--- src/rtl/uart_8250_pkg.sv ---
// Shared types and helpers for the 8250-style UART transmit path.
// Latency/backpressure: n/a (declarations only).
// Contents: FSM state enum, LCR word-length codes, wls_to_nbits().
package uart_8250_pkg;

  typedef enum logic [2:0] {
    IDLE   = 3'd0,
    START  = 3'd1,
    DATA   = 3'd2,
    PARITY = 3'd3,
    STOP   = 3'd4
  } tx_state_e;

  localparam logic [1:0] WLS_5 = 2'd0;
  localparam logic [1:0] WLS_6 = 2'd1;
  localparam logic [1:0] WLS_7 = 2'd2;
  localparam logic [1:0] WLS_8 = 2'd3;

  // Number of data bits carried for a given LCR word-length code (5..8).
  function automatic logic [3:0] wls_to_nbits(input logic [1:0] wls);
    return 4'd5 + {2'b00, wls};
  endfunction

endpackage

--- src/rtl/uart_8250_tx_if.sv ---
// Register-file side bundle of the UART transmitter: THR write, LCR fields, status.
// Latency: n/a (wires only). Backpressure: none; thre is the only flow indication.
// master = APB register file, slave = transmitter (drives txd, thre, temt).
interface uart_8250_tx_if;
  logic [7:0] thr_wdata;
  logic       thr_we;
  logic [1:0] lcr_wls;
  logic       lcr_stb;
  logic       lcr_pen;
  logic       lcr_eps;
  logic       lcr_sp;
  logic       lcr_bc;
  logic       txd;
  logic       thre;
  logic       temt;

  modport master (
    output thr_wdata, thr_we, lcr_wls, lcr_stb, lcr_pen, lcr_eps, lcr_sp, lcr_bc,
    input  txd, thre, temt
  );

  modport slave (
    input  thr_wdata, thr_we, lcr_wls, lcr_stb, lcr_pen, lcr_eps, lcr_sp, lcr_bc,
    output txd, thre, temt
  );
endinterface

--- src/rtl/uart_8250_parity_gen.sv ---
// Parity bit for one UART character; bits above the word length are masked off.
// Latency: combinational. Backpressure: none.
// Ports: data[7:0], wls (word length code), eps (1=even), sp (stick) -> parity.
module uart_8250_parity_gen
  import uart_8250_pkg::*;
(
  input  logic [7:0] data,
  input  logic [1:0] wls,
  input  logic       eps,
  input  logic       sp,
  output logic       parity
);

  logic [7:0] mask;
  logic       red;

  always_comb begin
    mask = 8'hFF >> (WLS_8 - wls);
    red  = ^(data & mask);
    if (sp) begin
      parity = ~eps;          // stick parity: constant bit, inverse of eps
    end else if (eps) begin
      parity = red;
    end else begin
      parity = ~red;
    end
  end

endmodule

--- src/rtl/uart_8250_tx.sv ---
// 8250 transmit path: THR + TSR, serialises start/data/parity/stop at the 16x baud tick.
// Latency: THR->TSR transfer 1 clk after write when idle; txd registered (1 clk after state change).
// Backpressure: none; a write while thre=0 overwrites THR. Ports: clk, rst, baud_tick, bus (slave).
module uart_8250_tx
  import uart_8250_pkg::*;
#(
  parameter int OVERSAMPLE = 16
) (
  input  logic           clk,
  input  logic           rst,
  input  logic           baud_tick,
  uart_8250_tx_if.slave  bus
);

  localparam int TW = $clog2(2 * OVERSAMPLE);
  localparam logic [TW:0] LEN_1  = (TW+1)'(OVERSAMPLE);
  localparam logic [TW:0] LEN_15 = (TW+1)'(OVERSAMPLE * 3 / 2);
  localparam logic [TW:0] LEN_2  = (TW+1)'(2 * OVERSAMPLE);

  tx_state_e     state, state_nxt;
  logic [TW-1:0] tick_cnt, tick_nxt;
  logic [2:0]    bit_cnt, bit_nxt;
  logic [7:0]    thr, tsr;
  logic          thre_q, txd_q;
  logic [1:0]    wls_q;
  logic          stb_q, pen_q, eps_q, sp_q;
  logic          load, bit_done, par_bit, txd_bit;
  logic [TW:0]   stop_len, bit_len;
  logic [3:0]    nbits;

  uart_8250_parity_gen u_par (
    .data   (tsr),
    .wls    (wls_q),
    .eps    (eps_q),
    .sp     (sp_q),
    .parity (par_bit)
  );

  // Length of the current bit in baud ticks; only STOP can differ from one bit time.
  always_comb begin
    stop_len = LEN_1;
    if (stb_q) stop_len = (wls_q == WLS_5) ? LEN_15 : LEN_2;
    bit_len  = (state == STOP) ? stop_len : LEN_1;
    bit_done = baud_tick && (state != IDLE) && ({1'b0, tick_cnt} == bit_len - 1'b1);
    nbits    = wls_to_nbits(wls_q);
  end

  // Next-state logic. load marks the THR->TSR transfer, which happens from IDLE
  // at once, or straight out of STOP so back-to-back frames have no idle gap.
  always_comb begin
    state_nxt = state;
    tick_nxt  = tick_cnt;
    bit_nxt   = bit_cnt;
    load      = 1'b0;
    if (baud_tick && state != IDLE) tick_nxt = bit_done ? '0 : tick_cnt + 1'b1;
    case (state)
      IDLE: begin
        if (!thre_q) begin
          load      = 1'b1;
          state_nxt = START;
        end
      end
      START: begin
        if (bit_done) begin
          state_nxt = DATA;
          bit_nxt   = '0;
        end
      end
      DATA: begin
        if (bit_done) begin
          if ({1'b0, bit_cnt} == nbits - 4'd1) state_nxt = pen_q ? PARITY : STOP;
          else bit_nxt = bit_cnt + 1'b1;
        end
      end
      PARITY: begin
        if (bit_done) state_nxt = STOP;
      end
      STOP: begin
        if (bit_done) begin
          if (!thre_q) begin
            load      = 1'b1;
            state_nxt = START;
          end else begin
            state_nxt = IDLE;
          end
        end
      end
      default: state_nxt = IDLE;
    endcase
  end

  always_comb begin
    case (state)
      START:   txd_bit = 1'b0;
      DATA:    txd_bit = tsr[bit_cnt];
      PARITY:  txd_bit = par_bit;
      default: txd_bit = 1'b1;
    endcase
  end

  always_ff @(posedge clk) begin
    if (rst) begin
      state    <= IDLE;
      tick_cnt <= '0;
      bit_cnt  <= '0;
    end else begin
      state    <= state_nxt;
      tick_cnt <= tick_nxt;
      bit_cnt  <= bit_nxt;
    end
  end

  always_ff @(posedge clk) begin
    if (rst) begin
      thr    <= '0;
      tsr    <= '0;
      thre_q <= 1'b1;
      txd_q  <= 1'b1;
      wls_q  <= '0;
      stb_q  <= 1'b0;
      pen_q  <= 1'b0;
      eps_q  <= 1'b0;
      sp_q   <= 1'b0;
    end else begin
      if (bus.thr_we) thr <= bus.thr_wdata;
      // A write coinciding with a transfer keeps THR full; the old byte goes to TSR.
      if (bus.thr_we) thre_q <= 1'b0;
      else if (load)  thre_q <= 1'b1;
      if (load) begin
        tsr   <= thr;
        wls_q <= bus.lcr_wls;
        stb_q <= bus.lcr_stb;
        pen_q <= bus.lcr_pen;
        eps_q <= bus.lcr_eps;
        sp_q  <= bus.lcr_sp;
      end
      // Break overrides the line but the frame keeps running underneath.
      txd_q <= bus.lcr_bc ? 1'b0 : txd_bit;
    end
  end

  assign bus.txd  = txd_q;
  assign bus.thre = thre_q;
  assign bus.temt = thre_q && (state == IDLE);

endmodule

--- src/flat_wrapper.sv ---
// flat-port wrapper written by rule: the top's interface ports become plain ports
module uart_8250_tx_flat import uart_8250_pkg::*;
#(
  parameter int OVERSAMPLE = 16
)
  (clk, rst, baud_tick, bus_thr_wdata, bus_thr_we, bus_lcr_wls, bus_lcr_stb, bus_lcr_pen, bus_lcr_eps, bus_lcr_sp, bus_lcr_bc, bus_txd, bus_thre, bus_temt);
  uart_8250_tx_if bus_i ();
  input  logic clk;
  input  logic rst;
  input  logic baud_tick;
  input wire logic [$bits(bus_i.thr_wdata)-1:0] bus_thr_wdata;
  input wire logic [$bits(bus_i.thr_we)-1:0] bus_thr_we;
  input wire logic [$bits(bus_i.lcr_wls)-1:0] bus_lcr_wls;
  input wire logic [$bits(bus_i.lcr_stb)-1:0] bus_lcr_stb;
  input wire logic [$bits(bus_i.lcr_pen)-1:0] bus_lcr_pen;
  input wire logic [$bits(bus_i.lcr_eps)-1:0] bus_lcr_eps;
  input wire logic [$bits(bus_i.lcr_sp)-1:0] bus_lcr_sp;
  input wire logic [$bits(bus_i.lcr_bc)-1:0] bus_lcr_bc;
  output wire logic [$bits(bus_i.txd)-1:0] bus_txd;
  output wire logic [$bits(bus_i.thre)-1:0] bus_thre;
  output wire logic [$bits(bus_i.temt)-1:0] bus_temt;
  assign bus_i.thr_wdata = bus_thr_wdata;
  assign bus_i.thr_we = bus_thr_we;
  assign bus_i.lcr_wls = bus_lcr_wls;
  assign bus_i.lcr_stb = bus_lcr_stb;
  assign bus_i.lcr_pen = bus_lcr_pen;
  assign bus_i.lcr_eps = bus_lcr_eps;
  assign bus_i.lcr_sp = bus_lcr_sp;
  assign bus_i.lcr_bc = bus_lcr_bc;
  assign bus_txd = bus_i.txd;
  assign bus_thre = bus_i.thre;
  assign bus_temt = bus_i.temt;
  uart_8250_tx #(.OVERSAMPLE(OVERSAMPLE)) u_core (.clk(clk), .rst(rst), .baud_tick(baud_tick), .bus(bus_i));
endmodule
--- config.mk ---
export PLATFORM = sky130hd
export DESIGN_NAME = uart_8250_tx_flat
export DESIGN_NICKNAME = d
export VERILOG_FILES = /design/src/rtl/uart_8250_pkg.sv /design/src/rtl/uart_8250_tx_if.sv /design/src/rtl/uart_8250_parity_gen.sv /design/src/rtl/uart_8250_tx.sv /design/src/flat_wrapper.sv
export SDC_FILE = /design/constraint.sdc
export NUM_CORES = 1
export LEC_CHECK = 0
export ABC_AREA = 0
export CAP_MARGIN = 20
export CELL_PAD_IN_SITES_DETAIL_PLACEMENT = 1
export CELL_PAD_IN_SITES_GLOBAL_PLACEMENT = 2
export CORE_MARGIN = 4
export CORE_UTILIZATION = 30
export CTS_CLUSTER_SIZE = 24
export DETAILED_ROUTE_END_ITERATION = 12
export PLACE_DENSITY_LB_ADDON = 0.1
export SYNTH_ARGS = -nofsm -noshare
export SYNTH_HDL_FRONTEND = slang
export SYNTH_HIERARCHICAL = 1
export SYNTH_SLANG_ARGS = --single-unit
--- constraint.sdc ---
create_clock -name clk -period 3.25 [get_ports clk]
set_input_delay 0.4875 -clock clk [delete_from_list [all_inputs] [get_ports clk]]
set_output_delay 0.4875 -clock clk [all_outputs]
set_load 0.02 [all_outputs]
After elaboration in Yosys (flattened, before gate mapping):

Cells that the tools add are included.

* shift operators: 1
* bitwise operators: 3
* equal/unequal tests: 13
* magnitude comparators: 1
* $add $sub $neg: 6
* reductions and logical operators: 11
* mux-type cells: 28

Operators by type and width (number)
* 3-bit two-way mux: 10
* 6-bit two-way mux: 3
* 3-bit one-hot mux with 5 select lines: 1
* 2-bit by 1-bit inequality test with 1-bit output (second input constant): 5
* 1-bit two-way mux: 9
* 8-bit bitwise AND: 1
* 8-bit XOR reduction: 1
* 8-bit by 2-bit right shift with 8-bit output (first input constant): 1
* 3-bit by 2-bit == test with 1-bit output (second input constant): 2
* 5-bit by 6-bit == test with 1-bit output: 1
* 3-bit one-hot mux with 2 select lines: 1
* 6-bit AND reduction: 1
* 6-bit by 1-bit subtractor with 6-bit output (second input constant): 1
* 5-bit by 1-bit adder with 5-bit output (second input constant): 1
* 5-bit two-way mux: 1
* 3-bit by 2-bit adder with 4-bit output (first input constant): 1
* 3-bit by 4-bit == test with 1-bit output: 1
* 3-bit by 4-bit < comparator with 1-bit output (second input constant): 1
* 2-bit inequality test (second input constant): 2
* 4-bit AND reduction: 1
* 2-bit nonzero test: 2
* 4-bit by 1-bit subtractor with 4-bit output (second input constant): 1
* 3-bit by 1-bit adder with 3-bit output (second input constant): 1
* 1-bit binary-select mux with 3-bit select: 1
* other kinds (10): 13

* flip-flop bits (word level): 35
* logic and storage cells: 75
* output and inout port bits: 3
* input bits: 19

Depth between registers and ports, before layout:

* depth after elaboration: 11
* mapped depth: 7
* depth with buffers taken out: 7

Hierarchy:

Netlist, hierarchy kept.

Modules (own cells, without submodules)
* uart_8250_tx: seq. area each 700.7 um^2, instances 1, cells each 182, area each 1765.4 um^2
* uart_8250_parity_gen: seq. area each 0.0 um^2, instances 1, cells each 16, area each 151.4 um^2

Worst setup path before layout:

Ideal clock, no wire load.

* path kind: register to register
* start point: reg u_core.state[1]
* end point: reg u_core.sp_q
* arrival: 1.911 ns
* setup time: 0.072 ns
* data required time: 3.178 ns
* path slack: 1.268 ns
* path buffers: 2
* period minus slack after synthesis: 1.982 ns
* stages on the path, launching flop included: 8
* cell sequence: dfxtp_1 buf_6 nand4bb_1 xor2_1 o211ai_2 a2111oi_4 buf_6 mux2i_1

* longest elaborated chain between the ends: 7
* elaborated cells on any way between the ends: 10
* classes of those cells: add/sub: 1; eq/ne: 2; mux: 3; reduce/logical: 4

Ends and longest elaborated chain
* from (decl): RTL line uart_8250_tx.sv:20 `tx_state_e state, state_nxt;`
* from (signal assigned): RTL line uart_8250_tx.sv:107 `state <= state_nxt;`
* 3-bit == test: RTL line uart_8250_tx.sv:43, uart_8250_tx.sv:56
* 6-bit two-way mux: RTL line uart_8250_tx.sv:43 `bit_len = (state == STOP) ? stop_len : LEN_1;`
* 6-bit by 1-bit subtractor with 6-bit output: RTL line uart_8250_tx.sv:44 `bit_done = baud_tick && (state != IDLE) && ({1'b0, tick_cnt} == bit_len - 1'b1);`
* 5-bit by 6-bit == test with 1-bit output: RTL line uart_8250_tx.sv:44
* 1-bit logical AND: RTL line uart_8250_tx.sv:44
* 1-bit two-way mux: RTL line uart_8250_tx.sv:79 `if (bit_done) begin`
* 1-bit one-hot mux with 2 select lines *: RTL line uart_8250_tx.sv:56 `case (state)`
* to (signal assigned): RTL line uart_8250_tx.sv:135 `sp_q <= bus.lcr_sp;`
* to (decl): RTL line uart_8250_tx.sv:26 `logic stb_q, pen_q, eps_q, sp_q;`

Every way passes the cells marked *; elsewhere a longest branch is shown, timed or not.
A chain may end at the register's enable or synchronous reset.

Worst setup path in the final report:

* start point: reg u_core.state[2]
* end point: reg u_core.tsr[7]

* longest elaborated chain between the ends: 7
* elaborated cells on any way between the ends: 10
* classes of those cells: add/sub: 1; eq/ne: 2; mux: 3; reduce/logical: 4

Ends and longest elaborated chain
* 3-bit == test: RTL line uart_8250_tx.sv:43, uart_8250_tx.sv:56
* 6-bit two-way mux: RTL line uart_8250_tx.sv:43
* 6-bit by 1-bit subtractor with 6-bit output: RTL line uart_8250_tx.sv:44
* 5-bit by 6-bit == test with 1-bit output: RTL line uart_8250_tx.sv:44
* 1-bit logical AND: RTL line uart_8250_tx.sv:44
* 1-bit two-way mux: RTL line uart_8250_tx.sv:79
* 1-bit one-hot mux with 2 select lines *: RTL line uart_8250_tx.sv:56
* to (signal assigned): RTL line uart_8250_tx.sv:130 `tsr <= thr;`
* to (decl): RTL line uart_8250_tx.sv:23 `logic [7:0] thr, tsr;`

Marked as above.

==> run_results.csv <==
group,metric,value,unit
timing,min_period,2.55,ns
critical_path,critPathKind,"reg -> reg",
status,status,"complete, no violations",
critical_path,crit_path_start_kind,"flip-flop",
placement,dpl.hpwl,3390,um
synthesis,syn_inst,198,
clock_tree,clk_transition_reported_paths,0.07,ns
power,cellLeakagePower,0.808,nW
min_path,hp-class,"reg -> reg",
clock_tree,ctsResizeCount,0,
power,p_per_area,407,nW/um^2
clock_tree,tritoncts,"done",
cells_and_area,fin_nets,239,
critical_path,end_kind,"flip-flop",
global_routing,grt_pass1_wl,7940,um
synthesis,synth_top_area_frac,0.366,
cells_and_area,layout_commonest_cell,"dfxtp_1",
clock_tree,cts.sinks,35,
timing,fmax,392,MHz
timing,final.setup.tns,0,ns
placement,io_buffers,21,
clock_tree,cts_max_level,2,
clock_tree,clock-root-buffer,"clkbuf_8",
power,switching_share,0.247,
floorplanning,core-area,6060,um^2
synthesis,synth-edff-count,0,
clock_tree,cts_setup_buffers,0,
floorplanning,placement_rows,28,
floorplanning,ioPinCount,22,
critical_path,crit_fanout,15,
floorplanning,die_w,87.9,um
timing,fin_crit_sh,0.785,
power,seqPwrFrac,0.497,
clock_tree,numCtsBuffers,5,
synthesis,synth.distinct_cells,50,
detailed_routing,vias,1480,
timing,maxSlewHeadroom,0.618,
cells_and_area,n_fill_cell,692,
floorplanning,die_area,7730,um^2
cells_and_area,layout-drive-gt1-share,0.105,
critical_path,reg2reg_from,"u_core/state[2]$_SDFFE_PP0P_",
global_routing,grt_pass1_vias,1583,
synthesis,yosysTopAreaCell,"dfxtp_1",
critical_path,crit_start,"u_core/state[2]$_SDFFE_PP0P_",
detailed_routing,wirelength,4630,um
power,internal-power,703,uW
synthesis,synth.area.top_cells,"dfxtp_1 37%, mux2i_1 13%, nand2b_1 10%",
timing,setup_viol,0,
synthesis,ys_ff_latch,35,
run,cap_violations,0,
timing,hold_viol,0,
floorplanning,initial_core_util,0.316,
timing,hold_slack,0.488,ns
clock_tree,max-clock-path-buffers,2,
detailed_routing,via_per_inst,5.03,
power,p_clk_frac,0.379,
clock_tree,clk_latency,0.28,ns
global_routing,grtUsageTotal,0.134,
synthesis,synthesis.area_per_instance,9.68,um^2
timing,finalClockSkew,0.00795,ns
detailed_routing,drt_iter0_drc,34,
global_routing,grt_remaining_overflow,0,
detailed_routing,drc,0,
clock_tree,holdBufCountCts,0,
cells_and_area,multi_input_area,1140,um^2
synthesis,synthFlopType,"dfxtp_1",
synthesis,yosysSeqAreaShare,0.366,
critical_path,cp.required,3.45,ns
timing,rsz0062_at_grt,"no",
detailed_routing,avgRoutedWirePerCell,15.8,um
floorplanning,die_h,87.9,um
detailed_routing,drtAntennaViolNets,0,
synthesis,ys_async_sr_fraction,0,
cells_and_area,seqCellArea,701,um^2
power,power_switching,230,uW
detailed_routing,dr.pass1.iters,4,
timing,slew_viol_final,0,
synthesis,ys_warn_count,6,
power,power_frac_comb,0.124,
global_routing,antenna_found_initial,0,
synthesis,syn_nets,219,
cells_and_area,syn2layout_area_growth,19.6,%
cells_and_area,mostFrequentLayoutCells,"35 x dfxtp_1, 32 x nand2b_1, 24 x mux2i_1",
power,vdd_drop_max,0.214,mV
critical_path,cp.arrival,2.76,ns
min_path,worstHoldStart,"u_core/tick_cnt[1]$_SDFFE_PP0P_",
synthesis,netlist_area,1920,um^2
timing,tightest_slew,0.573,ns
placement,gp_congestion,0.745,
global_routing,grt_max_degree,50,
cells_and_area,num_antenna_cells,0,
## state kept, by name, summed over array words and instances, names as in the netlist
signal and flops:
u_core/stb_q 1, u_core/bus.txd 1, u_core/tsr 8, u_core/sp_q 1
u_core/bit_cnt 3, u_core/thr 8, u_core/bus.thre 1, u_core/state 3
u_core/eps_q 1, u_core/tick_cnt 5, u_core/wls_q 2, u_core/pen_q 1
## stage by stage
| stage | power [mW] | instances | utilization | area (um^2) | setup slack [ns] |
|---|---|---|---|---|---|
| 5_1_grt | 0.986 | 294 | 0.378 | 2290 | 0.400 |
| 3_3_place_gp | 0.587 | 286 | 0.361 | 2190 | 0.686 |
| 4_1_cts | 0.954 | 294 | 0.378 | 2290 | 0.683 |
| 3_5_place_dp | 0.592 | 286 | 0.361 | 2190 | 0.602 |
| 6_report | 0.933 | 294 | 0.378 | 2290 | 0.699 |
| 2_1_floorplan | 0.543 | 198 | - | 1920 | 1.27 |
## cell usage after synthesis (2+ instances only)
library cell   n
nor2_1        15
nor3_1         2
o21ai_0        2
and2_1         2
xnor2_1        4
mux2i_1       24
dfxtp_1       35
nand3_1        2
clkbuf_1       8
nor2b_1        3
nand2_1       10
a2111oi_0      2
o32ai_1        2
a21oi_1        3
inv_1          3
nand4_1        4
mux4_2         2
xor2_1         7
ha_1           2
nand3b_1       2
buf_6          2
nor4_2         2
o21bai_1       2
nand2b_1      32
## cell type report
| type | instances | share of cell area |
|---|---|---|
| Inverter | 3 | 0.00491 |
| Tap cell | 75 | 0.0409 |
| Clock inverter | 1 | 0.00327 |
| Sequential cell | 35 | 0.306 |
| Clock buffer | 7 | 0.0420 |
| Multi-Input combinational cell | 148 | 0.499 |
| Timing Repair Buffer | 25 | 0.105 |
## worst max-delay path, cell delays in order (launching register included)
cell       delay [ns]
dfxtp_1          0.68
nand4bb_1        0.27
nor4_2           0.24
o211ai_2         0.15
a2111oi_4        0.60
buf_4            0.31
mux2i_1          0.21
## metal layers
metal / vias up / global-route usage / share of wire
met1: 718 / 0.156 / 0.43
li1: 733 / - / -
met3: 2 / 0.0310 / 0.031
met2: 27 / 0.245 / 0.54
met4: 0 / 0.0363 / 0.0050
met5: - / 0 / 0
## kinds of logic after synthesis
kind of cell | share of synthesized area
AOI/OAI and AO/OA | 0.102
muxes | 0.155
buffers and inverters | 0.0379
adders and majority gates | 0.0131
and+or+nand+nor | 0.257
DFF | 0.366
xor gates and xnor gates | 0.0705
## worst paths after layout
check | endpoint | slack (ns) | depth (start not counted)
max | u_core/tsr[7]$_SDFFE_PP0P_ | 0.70 | 6
min reg2reg | u_core/tick_cnt[1]$_SDFFE_PP0P_ | 0.49 | 2
min | u_core/tick_cnt[1]$_SDFFE_PP0P_ | 0.49 | 2
max reg2reg | u_core/tsr[7]$_SDFFE_PP0P_ | 0.70 | 6
## power groups by stage
stage / Sequential [mW] / Clock, mW / Combinational [mW]
after global routing: 0.467 / 0.392 / 0.128
after global placement: 0.473 / 0 / 0.114
after CTS: 0.464 / 0.372 / 0.118
final: 0.464 / 0.354 / 0.115
after detailed placement: 0.474 / 0 / 0.118
after floorplan: 0.467 / 0 / 0.0760
No activity file was read; power rests on OpenSTA's default activity.
